**src/rtl/alu_exec_stage_if.sv**
```systemverilog
// Handshake bundle for the ALU execute stage: request side (in_*) and result side (out_*).
// master drives requests and consumes results; slave is the execute stage itself.
interface alu_exec_stage_if #(
    parameter int XLEN  = 32,
    parameter int CNT_W = 16
);
    logic             in_valid;
    logic             in_ready;
    logic [3:0]       alucontrol;
    logic [XLEN-1:0]  op_a;
    logic [XLEN-1:0]  op_b;
    logic [4:0]       rd;

    logic             out_valid;
    logic             out_ready;
    logic [XLEN-1:0]  out_result;
    logic             out_zero;
    logic             out_illegal;
    logic [4:0]       out_rd;
    logic [CNT_W-1:0] illegal_count;

    modport master (
        output in_valid, alucontrol, op_a, op_b, rd, out_ready,
        input  in_ready, out_valid, out_result, out_zero, out_illegal, out_rd, illegal_count
    );

    modport slave (
        input  in_valid, alucontrol, op_a, op_b, rd, out_ready,
        output in_ready, out_valid, out_result, out_zero, out_illegal, out_rd, illegal_count
    );
endinterface

```
**src/rtl/alu_exec_stage.sv**
```systemverilog
// ALU execute stage: registered result/zero/illegal outputs behind valid/ready handshakes,
// with a one-entry skid buffer so full throughput survives downstream backpressure.
module alu_exec_stage #(
    parameter int XLEN  = 32,
    parameter int CNT_W = 16
) (
    input logic             clk,
    input logic             rst_n,
    alu_exec_stage_if.slave bus
);

    typedef enum logic [3:0] {
        OP_AND = 4'b0000,
        OP_OR  = 4'b0001,
        OP_ADD = 4'b0010,
        OP_SUB = 4'b0110
    } alu_op_e;

    typedef struct packed {
        logic [3:0]      code;
        logic [XLEN-1:0] a;
        logic [XLEN-1:0] b;
        logic [4:0]      rd;
    } op_t;

    localparam logic [CNT_W-1:0] CNT_ONE = 1;

    op_t              in_op;
    op_t              src_op;
    op_t              skid_op;
    logic             skid_valid;
    logic             skid_next;
    logic             in_ready_q;

    logic             out_valid_q;
    logic [XLEN-1:0]  out_result_q;
    logic             out_zero_q;
    logic             out_illegal_q;
    logic [4:0]       out_rd_q;
    logic [CNT_W-1:0] illegal_count_q;

    logic             accept;
    logic             can_load;
    logic             handoff;
    logic             src_valid;
    logic [XLEN-1:0]  alu_result;
    logic             alu_illegal;
    logic             alu_zero;

    always_comb begin
        // NOTE: every signal gets a default first so no path through the case infers a latch.
        in_op       = '{code: bus.alucontrol, a: bus.op_a, b: bus.op_b, rd: bus.rd};
        accept      = bus.in_valid && in_ready_q;
        can_load    = !out_valid_q || bus.out_ready;
        handoff     = out_valid_q && bus.out_ready;
        src_valid   = skid_valid || accept;
        src_op      = skid_valid ? skid_op : in_op;
        alu_result  = '0;
        alu_illegal = 1'b0;

        case (src_op.code)
            OP_AND:  alu_result = src_op.a & src_op.b;
            OP_OR:   alu_result = src_op.a | src_op.b;
            OP_ADD:  alu_result = src_op.a + src_op.b;
            OP_SUB:  alu_result = src_op.a - src_op.b;
            default: alu_illegal = 1'b1;
        endcase

        // An illegal op reports zero=0 even though its result is forced to 0.
        alu_zero = !alu_illegal && (alu_result == '0);

        skid_next = skid_valid;
        if (skid_valid && can_load) begin
            skid_next = 1'b0;
        end else if (accept && !can_load) begin
            skid_next = 1'b1;
        end
    end

    // NOTE: sequential state uses non-blocking assignments so every register sees pre-edge values.
    always_ff @(posedge clk) begin
        if (!rst_n) begin
            skid_valid      <= 1'b0;
            in_ready_q      <= 1'b0;
            out_valid_q     <= 1'b0;
            out_result_q    <= '0;
            out_zero_q      <= 1'b0;
            out_illegal_q   <= 1'b0;
            out_rd_q        <= '0;
            illegal_count_q <= '0;
        end else begin
            skid_valid <= skid_next;
            in_ready_q <= !skid_next;

            if (can_load) begin
                out_valid_q <= src_valid;
                if (src_valid) begin
                    out_result_q  <= alu_result;
                    out_zero_q    <= alu_zero;
                    out_illegal_q <= alu_illegal;
                    out_rd_q      <= src_op.rd;
                end
            end

            if (handoff && out_illegal_q && (illegal_count_q != '1)) begin
                illegal_count_q <= illegal_count_q + CNT_ONE;
            end
        end
    end

    // NOTE: the skid payload carries no reset; skid_valid alone says whether it means anything.
    always_ff @(posedge clk) begin
        if (accept && !can_load) begin
            skid_op <= in_op;
        end
    end

    assign bus.in_ready      = in_ready_q;
    assign bus.out_valid     = out_valid_q;
    assign bus.out_result    = out_result_q;
    assign bus.out_zero      = out_zero_q;
    assign bus.out_illegal   = out_illegal_q;
    assign bus.out_rd        = out_rd_q;
    assign bus.illegal_count = illegal_count_q;

endmodule

```
**src/flat_wrapper.sv**
```systemverilog
// flat-port wrapper written by rule: the top's interface ports become plain ports
module alu_exec_stage_flat 
#(
    parameter int XLEN  = 32,
    parameter int CNT_W = 16
)
  (clk, rst_n, bus_in_valid, bus_alucontrol, bus_op_a, bus_op_b, bus_rd, bus_out_ready, bus_in_ready, bus_out_valid, bus_out_result, bus_out_zero, bus_out_illegal, bus_out_rd, bus_illegal_count);
  alu_exec_stage_if #(.XLEN(XLEN), .CNT_W(CNT_W)) bus_i ();
  input logic clk;
  input logic rst_n;
  input wire logic [$bits(bus_i.in_valid)-1:0] bus_in_valid;
  input wire logic [$bits(bus_i.alucontrol)-1:0] bus_alucontrol;
  input wire logic [$bits(bus_i.op_a)-1:0] bus_op_a;
  input wire logic [$bits(bus_i.op_b)-1:0] bus_op_b;
  input wire logic [$bits(bus_i.rd)-1:0] bus_rd;
  input wire logic [$bits(bus_i.out_ready)-1:0] bus_out_ready;
  output wire logic [$bits(bus_i.in_ready)-1:0] bus_in_ready;
  output wire logic [$bits(bus_i.out_valid)-1:0] bus_out_valid;
  output wire logic [$bits(bus_i.out_result)-1:0] bus_out_result;
  output wire logic [$bits(bus_i.out_zero)-1:0] bus_out_zero;
  output wire logic [$bits(bus_i.out_illegal)-1:0] bus_out_illegal;
  output wire logic [$bits(bus_i.out_rd)-1:0] bus_out_rd;
  output wire logic [$bits(bus_i.illegal_count)-1:0] bus_illegal_count;
  assign bus_i.in_valid = bus_in_valid;
  assign bus_i.alucontrol = bus_alucontrol;
  assign bus_i.op_a = bus_op_a;
  assign bus_i.op_b = bus_op_b;
  assign bus_i.rd = bus_rd;
  assign bus_i.out_ready = bus_out_ready;
  assign bus_in_ready = bus_i.in_ready;
  assign bus_out_valid = bus_i.out_valid;
  assign bus_out_result = bus_i.out_result;
  assign bus_out_zero = bus_i.out_zero;
  assign bus_out_illegal = bus_i.out_illegal;
  assign bus_out_rd = bus_i.out_rd;
  assign bus_illegal_count = bus_i.illegal_count;
  alu_exec_stage #(.XLEN(XLEN), .CNT_W(CNT_W)) u_core (.clk(clk), .rst_n(rst_n), .bus(bus_i));
endmodule
```
**config.mk**
```make
export PLATFORM = sky130hd
export DESIGN_NAME = alu_exec_stage_flat
export DESIGN_NICKNAME = d
export VERILOG_FILES = /design/src/rtl/alu_exec_stage_if.sv /design/src/rtl/alu_exec_stage.sv /design/src/flat_wrapper.sv
export SDC_FILE = /design/constraint.sdc
export NUM_CORES = 1
export LEC_CHECK = 0
export BUFFER_PORTS_ARGS = -buffer_cell sky130_fd_sc_hd__buf_4
export CAP_MARGIN = 20
export CORE_ASPECT_RATIO = 1.1
export CORE_MARGIN = 4
export CORE_UTILIZATION = 45
export CTS_CLUSTER_SIZE = 25
export DETAILED_ROUTE_END_ITERATION = 16
export GPL_ROUTABILITY_DRIVEN = 0
export PLACE_DENSITY = 0.68
export SLEW_MARGIN = 20
export SYNTH_ARGS = -nofsm -noshare
export SYNTH_HDL_FRONTEND = slang
export SYNTH_SLANG_ARGS = --single-unit
```
**constraint.sdc**
```tcl
create_clock -name clk -period 5.3 [get_ports clk]
set_input_delay 0.53 -clock clk [delete_from_list [all_inputs] [get_ports clk]]
set_output_delay 0.53 -clock clk [all_outputs]
set_load 0.05 [all_outputs]
```
* Yosys cells after proc, flatten, opt, wreduce, memory -nomap -nowiden *
Index checks and enable logic that the tools add are counted.

word-level totals
  bits in registers = 131
  input bits = 77

operators by class
  $add $sub $neg = 3
  equal/unequal tests = 4
  mux-type cells = 5
  bitwise gates (word level) = 2
  reduce and logical (&&, ||, !) cells = 16

operators by type and width
  cell                                                             number
  32-bit case mux with 4 select lines                              1
  73-bit 2-to-1 mux                                                1
  32-bit adder                                                     1
  32-bit AND                                                       1
  32-bit zero test                                                 1
  32-bit OR                                                        1
  32-bit subtractor                                                1
  16-bit by 1-bit adder with 16-bit output, second input constant  1
  16-bit != test, second input constant                            1
  1-bit logical AND                                                7
  4-bit by 1-bit == test with 1-bit output, second input constant  1
  4-bit by 2-bit == test with 1-bit output, second input constant  1
  4-bit by 3-bit == test with 1-bit output, second input constant  1
  4-bit zero test                                                  1
  4-bit OR reduction                                               1
  1-bit zero test                                                  3
  1-bit 2-to-1 mux                                                 3
  1-bit logical OR                                                 2
  2-bit AND reduction                                              1

* Logic depth before layout (Yosys ltp) *
Gate-level depths: netlist (run 1).

  depth in word-level cells = 7
  mapped depth = 28
  gate-level depth less buffers = 21

* Worst setup path before layout (run 1) *
OpenSTA, ideal clock, no wires.

  path type = register to register
  from = register u_core.skid_valid
  to = register u_core.out_zero_q, in the netlist u_core.bus.out_zero
  data arrival time = 5.817 ns
  required time = 5.240 ns
  path slack = -0.577 ns
  cell stages (with the launch flop) = 28
  path buffers = 8
  cells stage by stage = dfxtp_1 > buf_6 > buf_6 > buf_6 > buf_4 > buf_2 > buf_2 > buf_1 > mux2i_1 > ha_1 > o21ai_1 > or2_1 > o41ai_2 > nand3_1 > o31ai_1 > xnor2_1 > ha_1 > clkbuf_1 > nand2_1 > o21ai_1 > nor4_1 > o41a_1 > and3_1 > a221oi_1 > nand2_1 > nor4_1 > nand4_1 > nand2_1

between the ends
  longest elaborated chain between the ends = 5

ends and longest elaborated chain
  what                                       RTL line              RTL
  start: declaration                         alu_exec_stage.sv:31  logic skid_valid;
  start signal: assignment                   alu_exec_stage.sv:92  skid_valid <= skid_next;
  73-bit 2-to-1 mux                          alu_exec_stage.sv:57  src_op = skid_valid ? skid_op : in_op;
  32-bit subtractor (tied with other cells)  alu_exec_stage.sv:65  OP_SUB: alu_result = src_op.a - src_op.b;
  32-bit case mux with 4 select lines        alu_exec_stage.sv:61  case (src_op.code)
  32-bit zero test                           alu_exec_stage.sv:70  alu_zero = !alu_illegal && (alu_result == '0);
  1-bit logical AND                          alu_exec_stage.sv:70
  end signal: assignment                     alu_exec_stage.sv:99  out_zero_q <= alu_zero;
  end: declaration                           alu_exec_stage.sv:37  logic out_zero_q;

Parallel ways exist; a longest one is shown, timed or not.
A chain may end at the register's enable or synchronous reset.

* Worst setup path in the final report (run 1) *
Ends and elaborated chain as after synthesis.

==> impl_summary.txt, run 1 <==
----------------------------------------------------
[Outcome]
  Status ... finished clean

[STA]
  Shortest period the worst path allows ... 4.96 ns
  Final setup violation count ... 0
  Final hold vios ... 0
  Number of pins with negative max-slew slack in the final report ... 0
  Worst Skew ... 0.00693 ns
  Setup repair after global routing missed its margin ... no
  Part of the cycle the worst path needs ... 93.6%
  Total negative slack for setup checks ... 0 ns
  Fin worst setup slack ... 0.341 ns
  Transition time at the pin with the least slew margin ... 0.831 ns
  Worst-case hold slack ... 0.292 ns
  Rel. slew slack ... 44.1%
  Highest Clock Rate ... 202 MHz

[Logic synthesis]
  Netlist cell types ... 84
  Leading post-synthesis cells by cell area ... sky130_fd_sc_hd__edfxtp_1 (24%), sky130_fd_sc_hd__dfxtp_1 (13%), sky130_fd_sc_hd__ha_1 (4.9%)
  Portion of synthesized cell area occupied by the leading cell type ... 24.4%
  Number of synthesized register bits ... 131
  Flip-flop cell with the highest count after synthesis ... sky130_fd_sc_hd__edfxtp_1
  Dominant cell type by area after synthesis ... sky130_fd_sc_hd__edfxtp_1
  Syn Area/Cell ... 9.07 um2
  Library cell with the highest instance count after synthesis ... sky130_fd_sc_hd__nor2_1
  Post-Syn Nets ... 1105
  Sequential element share of the synthesized area ... 37.3%
  Top cells by count, synth ... sky130_fd_sc_hd__nor2_1 (108), sky130_fd_sc_hd__a21oi_1 (73), sky130_fd_sc_hd__edfxtp_1 (73), sky130_fd_sc_hd__nand2_1 (71), sky130_fd_sc_hd__dfxtp_1 (58)
  Cell count after synthesis ... 992
  Number of enable flip-flop cells after synthesis ... 73
  Proportion of register bits with asynchronous set or reset after synthesis ... 0%
  Cell Area, Synth ... 9000 um2
  Synthesis warning total ... 0

[Clock network]
  Clk buf depth ... 2
  Clock-pin slew on the worst setup and hold paths ... 0.06 ns
  Depth of the CTS H-tree ... 4
  Worst-Skew Late Latency ... 0.42 ns
  Cts-stage hold buffer count ... 0
  Count of clock tree sinks ... 131
  Buffer type at the clock tree root ... sky130_fd_sc_hd__clkbuf_16
  Number of clock buffers inserted by TritonCTS ... 17
  CTS tree ... built

[Global route]
  Via count of the first global-routing pass ... 7908
  Initial antenna violation count ... 0
  Global route total overflow ... 0
  Global-route wire length before repair ... 40500 um
  GR Util All Layers ... 22.8%
  Pin count of the biggest net entering global routing ... 65

[Floorplan]
  Chip Height ... 156 um
  Die extent in x ... 143 um
  Top-Level Pins ... 134
  Number of cell rows ... 53
  Core Footprint ... 19400 um2
  Area of the die ... 22300 um2
  Starting density of the core ... 46.5%

[Power]
  Pwr/cell area ... 275 nW/um2
  Static power due to leakage ... 4.14 nW
  Maximum ir drop on the vdd rail ... 232 uV

[Drt]
  Number of design rule violations left after detail routing ... 0
  Vias after detailed routing ... 8134
  Total wire length ... 25700 um
  Vias per Instance ... 5.95
  Number of detailed-route iterations in the first pass ... 5
  Antenna viol nets, final ... 0
  Initial drt markers ... 594
  Routed len/inst ... 18.8 um

[Placed design]
  # port buffers ... 133
  Setup WS pre-CTS ... 0.129 ns
  Estimated wirelength of the detail-placed design ... 19500 um

[Worst hold path]
  HP Class ... primary input to flip-flop

[Worst setup path]
  CP Max Fanout ... 42
  Worst path arrival time ... 5.32 ns
  Startpoint type of the worst setup path ... flip-flop
  Endpoint class of the critical path ... flip-flop
  Type of the worst setup path ... flip-flop to flip-flop
  Critical path required time ... 5.66 ns

[Flow run]
  Max_cap viols ... 0

[Finish]
  Nets ... 1219
  P&R area growth vs syn ... 21.2%
  # fillers ... 1798
  Diodes inserted ... 0
  Layout cells sized above 1 ... 22.4%

----------------------------------------------------
==> metal layers <==
layer,up-vias,share of wire [%],GRT usage [%]
li1,3967,-,-
met5,-,0,0
met2,245,52,41.9
met4,0,3.1,8.69
met3,63,4.8,4.13
met1,3859,40,26.2
==> where the power goes <==
group | internal [mW] | switching [mW] | total [mW]
registers | 1.10 | 0.0143 | 1.11
clock network | 0.723 | 0.452 | 1.17
logic | 0.272 | 0.440 | 0.711
==> path summary, 6_finish.rpt <==
path | from | endpoint | slack (ns) | cells past startpoint
min | bus_op_a[29] | u_core.skid_op[66] | 0.29 | 1
max reg2reg | u_core.skid_valid | u_core.bus.out_zero | 0.34 | 19
min reg2reg | u_core.bus.out_result[8] | u_core.bus.out_result[8] | 0.46 | 2
max | u_core.skid_valid | u_core.bus.out_zero | 0.34 | 19
==> metrics by stage <==
step	instances	utilization (%)	power [mW]	area, um2
2_1_floorplan	992	-	1.62	9020
3_3_place_gp	1333	52.9	1.83	10200
3_5_place_dp	1333	52.9	1.84	10200
4_1_cts	1365	56.0	3.01	10900
5_1_grt	1366	56.3	3.13	10900
6_report	1366	56.3	3.00	10900
==> final cells by class <==
| type | instances | area (um2) | share of cell area, % |
|---|---|---|---|
| multi-input combinational | 778 | 5350 | 49.1 |
| inverter | 22 | 82.6 | 0.757 |
| clock inverter | 8 | 58.8 | 0.539 |
| clock buffer | 24 | 546 | 5.00 |
| timing repair buffer | 156 | 1200 | 11.0 |
| tap | 247 | 309 | 2.83 |
| sequential | 131 | 3360 | 30.8 |
==> placed cells by master (no fill, tap or decap), types with 26 or more instances in the layout <==
cell type,Yosys,final
sky130_fd_sc_hd__nor3_1,34,34
sky130_fd_sc_hd__a21oi_1,73,71
sky130_fd_sc_hd__nand2_1,71,71
sky130_fd_sc_hd__nor2_1,108,106
sky130_fd_sc_hd__ha_1,35,34
sky130_fd_sc_hd__xor2_1,26,26
sky130_fd_sc_hd__buf_4,2,154
sky130_fd_sc_hd__o21ai_0,43,42
sky130_fd_sc_hd__dfxtp_1,58,57
sky130_fd_sc_hd__mux2i_1,37,36
sky130_fd_sc_hd__edfxtp_1,73,73
==> state kept, by name (all words and copies together) (netlist names), 5 cells and up <==
signal and count:
u_core.bus.out_result 32, u_core.bus.illegal_count 16, u_core.skid_op 73, u_core.bus.out_rd 5
==> kinds of logic (layout without fill, tap and decap cells) <==
kind of cell               count (synthesis)  count (layout)  synth area share, %
and+or+nand+nor                          334             334                 18.1
AOI/OAI and AO/OA                        281             281                 21.2
DFF                                      131             131                 37.3
buffers and inverters                     83             210                 4.03
muxes                                     72              72                 8.85
xor gates and xnor gates                  51              51                 4.97
adders and majority gates                 40              40                 5.54
==> repair_timing <==
action	4_1_cts	5_1_grt
setup buffers	0	1
endpoints found under the setup margin	0	1
resized for setup	0	10
==> worst max-delay path: stages, from the launching register on <==
cell and delay, ns:
sky130_fd_sc_hd__dfxtp_4 0.47, sky130_fd_sc_hd__buf_12 0.28, sky130_fd_sc_hd__nor3b_1 0.22, sky130_fd_sc_hd__o21ai_1 0.10, sky130_fd_sc_hd__or2_1 0.30, sky130_fd_sc_hd__o41ai_4 0.48
sky130_fd_sc_hd__and2_1 0.24, sky130_fd_sc_hd__nor2_1 0.06, sky130_fd_sc_hd__xor2_1 0.15, sky130_fd_sc_hd__ha_1 0.33, sky130_fd_sc_hd__a211o_1 0.29, sky130_fd_sc_hd__a2111oi_2 0.33
sky130_fd_sc_hd__or3_4 0.22, sky130_fd_sc_hd__inv_1 0.05, sky130_fd_sc_hd__or3_1 0.37, sky130_fd_sc_hd__a311oi_1 0.26, sky130_fd_sc_hd__o2111ai_1 0.16, sky130_fd_sc_hd__nor4_2 0.35
sky130_fd_sc_hd__nand4_1 0.12, sky130_fd_sc_hd__nand2_1 0.08
(Power assumes the default switching activity.)
==> run 2, diff against run 1 <==
--- a/config.mk
+++ b/config.mk
@@ -13,7 +13,7 @@
 export CTS_CLUSTER_SIZE = 25
 export DETAILED_ROUTE_END_ITERATION = 16
 export GPL_ROUTABILITY_DRIVEN = 0
-export PLACE_DENSITY = 0.68
+export PLACE_DENSITY = 0.8
 export SLEW_MARGIN = 20
 export SYNTH_ARGS = -nofsm -noshare
 export SYNTH_HDL_FRONTEND = slang
==> run 2 against run 1 <==
  * Global-route usage grew 0.21 points
  * Worst setup slack gained 0.071 ns
  * First-iteration DRC count grew 36%
  * Routed wire length grew 0.26%
  * Via count grew 1.5%
  * Non-clock buffer count shrank 4
  * Critical path type unchanged
  * Largest power group unchanged
==> impl_summary.txt, run 2 (synthesis results as in run 1) <==
----------------------------------------------------
[Drt]
  Number of detailed-route iterations in the first pass ... 6 (+1)
  Number of design rule violations left after detail routing ... 0 (unchanged)
  Vias per Instance ... 6.06 (+1.8%)
  Total wire length ... 25800 um (+0.26%)
  Routed len/inst ... 18.9 um (+0.55%)
  Initial drt markers ... 810 (+36%)
  Antenna viol nets, final ... 0 (unchanged)
  Vias after detailed routing ... 8257 (+1.5%)

[STA]
  Transition time at the pin with the least slew margin ... 0.835 ns (+0.00417 ns)
  Shortest period the worst path allows ... 4.89 ns (-0.0713 ns)
  Final hold vios ... 0 (unchanged)
  Final setup violation count ... 0 (unchanged)
  Number of pins with negative max-slew slack in the final report ... 0 (unchanged)
  Rel. slew slack ... 44.3% (+0.23 points)
  Part of the cycle the worst path needs ... 92.2% (-1.3 points)
  Total negative slack for setup checks ... 0 ns (unchanged)
  Worst-case hold slack ... 0.286 ns (-0.00579 ns)
  Worst Skew ... 0.00777 ns (+0.000845 ns)
  Fin worst setup slack ... 0.413 ns (+0.0713 ns)
  Highest Clock Rate ... 205 MHz (+1.5%)

[Finish]
  Post-Layout Inst Area ... 10800 um2 (-0.70%)
  Combined area of the multi-input logic cells ... 5320 um2 (-0.65%)
  Diodes inserted ... 0 (unchanged)
  P&R area growth vs syn ... 20.3%
  Most used cells in the layout excluding fill and tap cells ... sky130_fd_sc_hd__buf_4 (149), sky130_fd_sc_hd__nor2_1 (107), sky130_fd_sc_hd__edfxtp_1 (73), sky130_fd_sc_hd__a21oi_1 (72), sky130_fd_sc_hd__nand2_1 (71)
  Layout cells sized above 1 ... 21.3% (-1.1 points)
  Most common cell after layout, fill and taps aside ... sky130_fd_sc_hd__buf_4
  Final cell utilization of the core ... 55.9% (-0.39 points)
  Nets ... 1215 (-0.33%)
  Cell Count, Final, Fillers Out ... 1362 (-0.29%)
  # fillers ... 1733 (-3.6%)
  Register with the most flip-flops ... u_core.skid_op
  Area taken by flip-flops and latches ... 3360 um2 (unchanged)
  Flip-flop count of the largest register after layout ... 73 (unchanged)

[Floorplan]
  Starting density of the core ... 46.5% (unchanged)
  Number of cell rows ... 53 (unchanged)
  Chip Height ... 156 um (unchanged)
  Top-Level Pins ... 134 (unchanged)
  Area of the die ... 22300 um2 (unchanged)
  Core Footprint ... 19400 um2 (unchanged)
  Die extent in x ... 143 um (unchanged)

[Worst setup path]
  Startpoint type of the worst setup path ... flip-flop
  Buffers & Inverters on Critical Path ... 1 (-1)
  Critical path required time ... 5.67 ns (about the same)
  Family of cells with the greatest summed delay on the critical path ... compound AO/OA/AOI/OAI gates
  Most numerous cell on the critical path ... sky130_fd_sc_hd__nand2_1
  CP Max Fanout ... 50 (+19%)
  Slowest stage cell on the critical path ... sky130_fd_sc_hd__ha_1
  Cell chain of the critical path ... buf_12 -> a21oi_1 -> ha_1 -> o21ai_1 -> or2_1 -> o41ai_4 -> nand3_1 -> o31ai_1 -> xnor2_1 -> ha_1 -> nand2_1 -> o21ai_1 -> nor4_1 -> o41a_1 -> and3_1 -> a221oi_1 -> nand2_1 -> nor4_1 -> nand4_1 -> nand2_1
  Endpoint class of the critical path ... flip-flop
  Reg2reg start ... u_core.skid_valid
  Type of the worst setup path ... flip-flop to flip-flop
  End of the worst register-to-register path ... u_core.bus.out_zero
  Worst path arrival time ... 5.26 ns (-0.06 ns)
  R2R setup slack ... 0.41 ns (+0.07 ns)
  Longest individual stage delay on the worst path ... 0.46 ns (-0.02 ns)
  Critical path launch point ... u_core.skid_valid
  Path depth of the worst reg2reg path ... 20 (+1)

[Power]
  Static power due to leakage ... 4.11 nW (-0.71%)
  Pwr/cell area ... 276 nW/um2 (+0.39%)
  Maximum ir drop on the vdd rail ... 235 uV (+1.3%)
  Power Total ... 2.99 mW (-0.31%)

[Global route]
  Initial antenna violation count ... 0 (unchanged)
  Pin count of the biggest net entering global routing ... 57 (-12%)
  Via count of the first global-routing pass ... 8091 (+2.3%)
  GR Util All Layers ... 23.0% (+0.21 points)
  Global-route wire length before repair ... 40800 um (+0.89%)
  Global route total overflow ... 0 (unchanged)

[Clock network]
  CTS tree ... built
  Worst-Skew Late Latency ... 0.43 ns (about the same)
  Depth of the CTS H-tree ... 4 (unchanged)
  Count of clock tree sinks ... 131 (unchanged)
  Buffer type at the clock tree root ... sky130_fd_sc_hd__clkbuf_16
  Number of clock buffers inserted by TritonCTS ... 17 (unchanged)
  Clk buf depth ... 2 (unchanged)
  Clock-pin slew on the worst setup and hold paths ... 0.06 ns (about the same)

[Worst hold path]
  Cell count of the worst hold path ... 1 (unchanged)
  End of the worst hold path ... u_core.skid_op[43]
  HP Class ... primary input to flip-flop
  Launch instance of the worst min-delay path ... bus_op_a[6]

[Placed design]
  Cell Count Post-Placement ... 1330 (-0.23%)
  Estimated wirelength of the detail-placed design ... 19400 um (-0.65%)
  # port buffers ... 133 (unchanged)
  Placed Instance Area ... 10200 um2 (-0.37%)
  Setup WS pre-CTS ... 0.225 ns (+0.0956 ns)

[Outcome]
  Status ... finished clean

[Flow run]
  Max_cap viols ... 0 (unchanged)

----------------------------------------------------
==> run 2: area by class of cell <==
| class | count | area share [%] |
|---|---|---|
| Clock buffer | 26 | 5.18 |
| Clock inverter | 6 | 0.347 |
| Inverter | 22 | 0.763 |
| Multi-Input combinational cell | 778 | 49.1 |
| Sequential cell | 131 | 31.0 |
| Tap cell | 247 | 2.85 |
| Timing Repair Buffer | 152 | 10.7 |
==> run 2: power by group <==
part	internal [mW]	total [mW]	switching [mW]
logic	0.269	0.708	0.439
registers	1.10	1.11	0.0145
clock network	0.728	1.17	0.440
==> run 2: what timing repair did <==
item | in CTS | in global routing
resized for setup | 0 | 3
hold endpoints to repair | 0 | 0
hold buffers | 0 | 0
buffers inserted | 0 | 0
endpoints found under the setup margin | 0 | 1
==> run 2: worst max-delay path by stage <==
stage,endpoint,cells past startpoint
5_1_grt,u_core.bus.out_zero,18
2_1_floorplan,u_core.bus.out_zero,27
6_report,u_core.bus.out_zero,20
3_5_place_dp,u_core.bus.out_zero,21
3_3_place_gp,u_core.bus.out_zero,21
4_1_cts,u_core.bus.out_zero,20
==> run 2: metal layers <==
| metal | vias up | wire (um) | global-route usage [%] | part of all wire, % |
|---|---|---|---|---|
| li1 | 3954 | - | - | - |
| met1 | 3916 | 9960 | 26.2 | 39 |
| met2 | 309 | 13200 | 41.4 | 51 |
| met3 | 78 | 1460 | 4.40 | 5.7 |
| met4 | 0 | 1170 | 10.8 | 4.6 |
| met5 | - | 0 | 0 | 0 |
==> run 3, diff against run 2 <==
--- a/config.mk
+++ b/config.mk
@@ -13,7 +13,8 @@
 export CTS_CLUSTER_SIZE = 25
 export DETAILED_ROUTE_END_ITERATION = 16
 export GPL_ROUTABILITY_DRIVEN = 0
-export PLACE_DENSITY = 0.8
+export HOLD_SLACK_MARGIN = 0.1
+export PLACE_DENSITY = 0.75
 export SLEW_MARGIN = 20
 export SYNTH_ARGS = -nofsm -noshare
 export SYNTH_HDL_FRONTEND = slang
==> run 3 against run 2 <==
  * Die area stayed put
  * Sequential power hardly changed
  * First-iteration DRC count is 20% lower
  * Critical path depth fell by 1
  * Maximum frequency shrank 1.5%
  * Combinational power about the same
  * Utilization about the same
  * Count of clock-buffer cells in the layout fell by 1
==> impl_summary.txt, run 3 (synthesis results as in run 1) <==
----------------------------------------------------
[Finish]
  Most used cells in the layout excluding fill and tap cells ... sky130_fd_sc_hd__buf_4 (154), sky130_fd_sc_hd__nor2_1 (106), sky130_fd_sc_hd__edfxtp_1 (73), sky130_fd_sc_hd__a21oi_1 (72), sky130_fd_sc_hd__nand2_1 (71)
  Register with the most flip-flops ... u_core.skid_op
  Diodes inserted ... 0 (unchanged)
  Layout cells sized above 1 ... 21.5% (+0.19 points)
  Nets ... 1219 (+0.33%)
  Most common cell after layout, fill and taps aside ... sky130_fd_sc_hd__buf_4
  Flip-flop count of the largest register after layout ... 73 (unchanged)
  P&R area growth vs syn ... 20.3% (about the same)
  Combined area of the multi-input logic cells ... 5310 um2 (-0.14%)
  # fillers ... 1745 (+0.69%)
  Area taken by flip-flops and latches ... 3360 um2 (unchanged)

[STA]
  Transition time at the pin with the least slew margin ... 1.03 ns (+0.191 ns)
  Total negative slack for setup checks ... 0 ns (unchanged)
  Part of the cycle the worst path needs ... 93.6% (+1.4 points)
  Highest Clock Rate ... 202 MHz (-1.5%)
  Rel. slew slack ... 31.4% (-13 points)
  Number of pins with negative max-slew slack in the final report ... 0 (unchanged)
  Worst Skew ... 0.00750 ns (-0.000278 ns)
  Fin worst setup slack ... 0.339 ns (-0.0738 ns)
  Worst-case hold slack ... 0.289 ns (+0.00284 ns)
  Final hold vios ... 0 (unchanged)
  Shortest period the worst path allows ... 4.96 ns (+0.0738 ns)
  Setup repair after global routing missed its margin ... no
  Final setup violation count ... 0 (unchanged)

[Clock network]
  Buffer type at the clock tree root ... sky130_fd_sc_hd__clkbuf_16
  Cts-stage hold buffer count ... 0 (unchanged)
  CTS tree ... built
  Number of clock buffers inserted by TritonCTS ... 17 (unchanged)
  Depth of the CTS H-tree ... 4 (unchanged)
  Clk buf depth ... 2 (unchanged)
  Count of clock tree sinks ... 131 (unchanged)
  Clock-pin slew on the worst setup and hold paths ... 0.06 ns (about the same)
  Worst-Skew Late Latency ... 0.42 ns (about the same)

[Drt]
  Number of design rule violations left after detail routing ... 0 (unchanged)
  Vias per Instance ... 6.01 (-0.93%)
  Number of detailed-route iterations in the first pass ... 5 (-1)
  Vias after detailed routing ... 8204 (-0.64%)
  Initial drt markers ... 644 (-20%)
  Total wire length ... 25700 um (-0.13%)
  Antenna viol nets, final ... 0 (unchanged)
  Routed len/inst ... 18.8 um (-0.42%)

[Worst setup path]
  Path depth of the worst reg2reg path ... 19 (-5.0%)
  Cell chain of the critical path ... buf_12 -> nor3b_1 -> o21ai_1 -> or2_1 -> o41ai_2 -> and2_1 -> a31oi_1 -> xor2_1 -> ha_1 -> o21a_1 -> a2111oi_2 -> or3_4 -> inv_1 -> or3_1 -> a311oi_1 -> o2111ai_1 -> nor4_1 -> nand4_1 -> nand2_1
  CP Max Fanout ... 42 (-16%)
  Critical path required time ... 5.66 ns (about the same)
  Slowest stage cell on the critical path ... sky130_fd_sc_hd__o41ai_2
  Critical path launch point ... u_core.skid_valid
  End point of the critical path ... u_core.bus.out_zero
  Startpoint type of the worst setup path ... flip-flop
  Endpoint class of the critical path ... flip-flop
  Longest individual stage delay on the worst path ... 0.47 ns (about the same)
  Type of the worst setup path ... flip-flop to flip-flop
  End of the worst register-to-register path ... u_core.bus.out_zero
  R2R setup slack ... 0.34 ns (-0.07 ns)
  Worst path arrival time ... 5.32 ns (+0.06 ns)
  Reg2reg start ... u_core.skid_valid

[Global route]
  GR Util All Layers ... 23.0% (-0.043 points)
  Met2 capacity usage during global routing ... 40.1% (-1.3 points)
  Initial antenna violation count ... 0 (unchanged)
  Most congested layer reported by global routing ... met2
  Global route total overflow ... 0 (unchanged)
  Met3 Usage GRT ... 3.97% (-0.43 points)
  Met1 layer usage reported by global route ... 26.7% (+0.50 points)
  Pin count of the biggest net entering global routing ... 65 (+14%)
  Global-route wire length before repair ... 40800 um (-0.12%)
  Via count of the first global-routing pass ... 7903 (-2.3%)

[Power]
  Maximum ir drop on the vdd rail ... 226 uV (-3.5%)
  Static power due to leakage ... 4.09 nW (-0.47%)
  Pwr/cell area ... 271 nW/um2 (-1.7%)
  Power Total ... 2.94 mW (-1.8%)

[Floorplan]
  Core Footprint ... 19400 um2 (unchanged)
  Top-Level Pins ... 134 (unchanged)
  Starting density of the core ... 46.5% (unchanged)
  Die extent in x ... 143 um (unchanged)
  Chip Height ... 156 um (unchanged)
  Area of the die ... 22300 um2 (unchanged)
  Number of cell rows ... 53 (unchanged)

[Worst hold path]
  HP Class ... primary input to flip-flop

[Placed design]
  # port buffers ... 133 (unchanged)
  Setup WS pre-CTS ... 0.179 ns (-0.0460 ns)
  Estimated wirelength of the detail-placed design ... 19300 um (-0.40%)

[Flow run]
  Max_cap viols ... 0 (unchanged)

[Outcome]
  Status ... finished clean

----------------------------------------------------
==> run 3: cell types whose count changed in the layout (fill, tap and decap cells not counted), moves of 2 or more <==
| cell | previous run | this run |
|---|---|---|
| sky130_fd_sc_hd__clkbuf_4 | 2 | 0 |
| sky130_fd_sc_hd__buf_4 | 149 | 154 |
| sky130_fd_sc_hd__buf_6 | 2 | 0 |
| sky130_fd_sc_hd__clkbuf_1 | 1 | 4 |
==> run 3: final cells by class <==
cell class	instances	share of cell area (%)
multi-input combinational	778	49.1
sequential	131	31.0
timing repair buffer	156	11.1
clock buffer	25	4.79
tap	247	2.86
inverter	22	0.763
clock inverter	7	0.416
==> run 3: critical path: cells and delay by family (launching register included) <==
kind,cells,cell delay (ns)
XOR/XNOR,1,0.17
AND/OR/NAND/NOR,8,1.92
adder cells (fa/ha/maj),1,0.39
AO/OA/AOI/OAI,7,1.63
flip-flops,1,0.45
buffers and inverters,2,0.32
==> run 3: worst min path at each step <==
stage / from / end / slack [ns] / cells after the start
6_report: bus_op_a[22] / u_core.skid_op[59] / 0.29 / 1
5_1_grt: bus_op_a[8] / u_core.skid_op[45] / 0.28 / 1
4_1_cts: bus_op_a[22] / u_core.skid_op[59] / 0.27 / 1
3_5_place_dp: u_core.bus.out_result[8] / u_core.bus.out_result[8] / 0.45 / 2
3_3_place_gp: u_core.bus.out_result[8] / u_core.bus.out_result[8] / 0.45 / 2
2_1_floorplan: u_core.skid_op[0] / u_core.bus.out_rd[0] / 0.59 / 2
==> run 3: repair_timing <==
action | in CTS | in global routing
buffers inserted | 0 | 0
endpoints found under the setup margin | 0 | 1
gates resized for setup | 0 | 1
==> run 3: through the flow <==
step,cell area [um2],utilization [%],std cells
floorplan,9020,-,992
global placement,10300,53.0,1334
detailed placement,10300,53.0,1334
CTS,10800,55.9,1366
global route,10800,55.9,1366
finish,10800,55.9,1366
==> run 3: power by group <==
group	switching (mW)	total, mW	leakage, nW	internal [mW]
Sequential	0.0148	1.11	1.13	1.10
Combinational	0.439	0.711	2.68	0.272
Clock	0.435	1.11	0.277	0.677
==> run 3: routing by layer <==
layer / part of all wire, % / vias up
met5: 0 / -
met4: 5.0 / 0
met3: 5.0 / 80
met2: 51 / 264
met1: 39 / 3904
li1: - / 3956
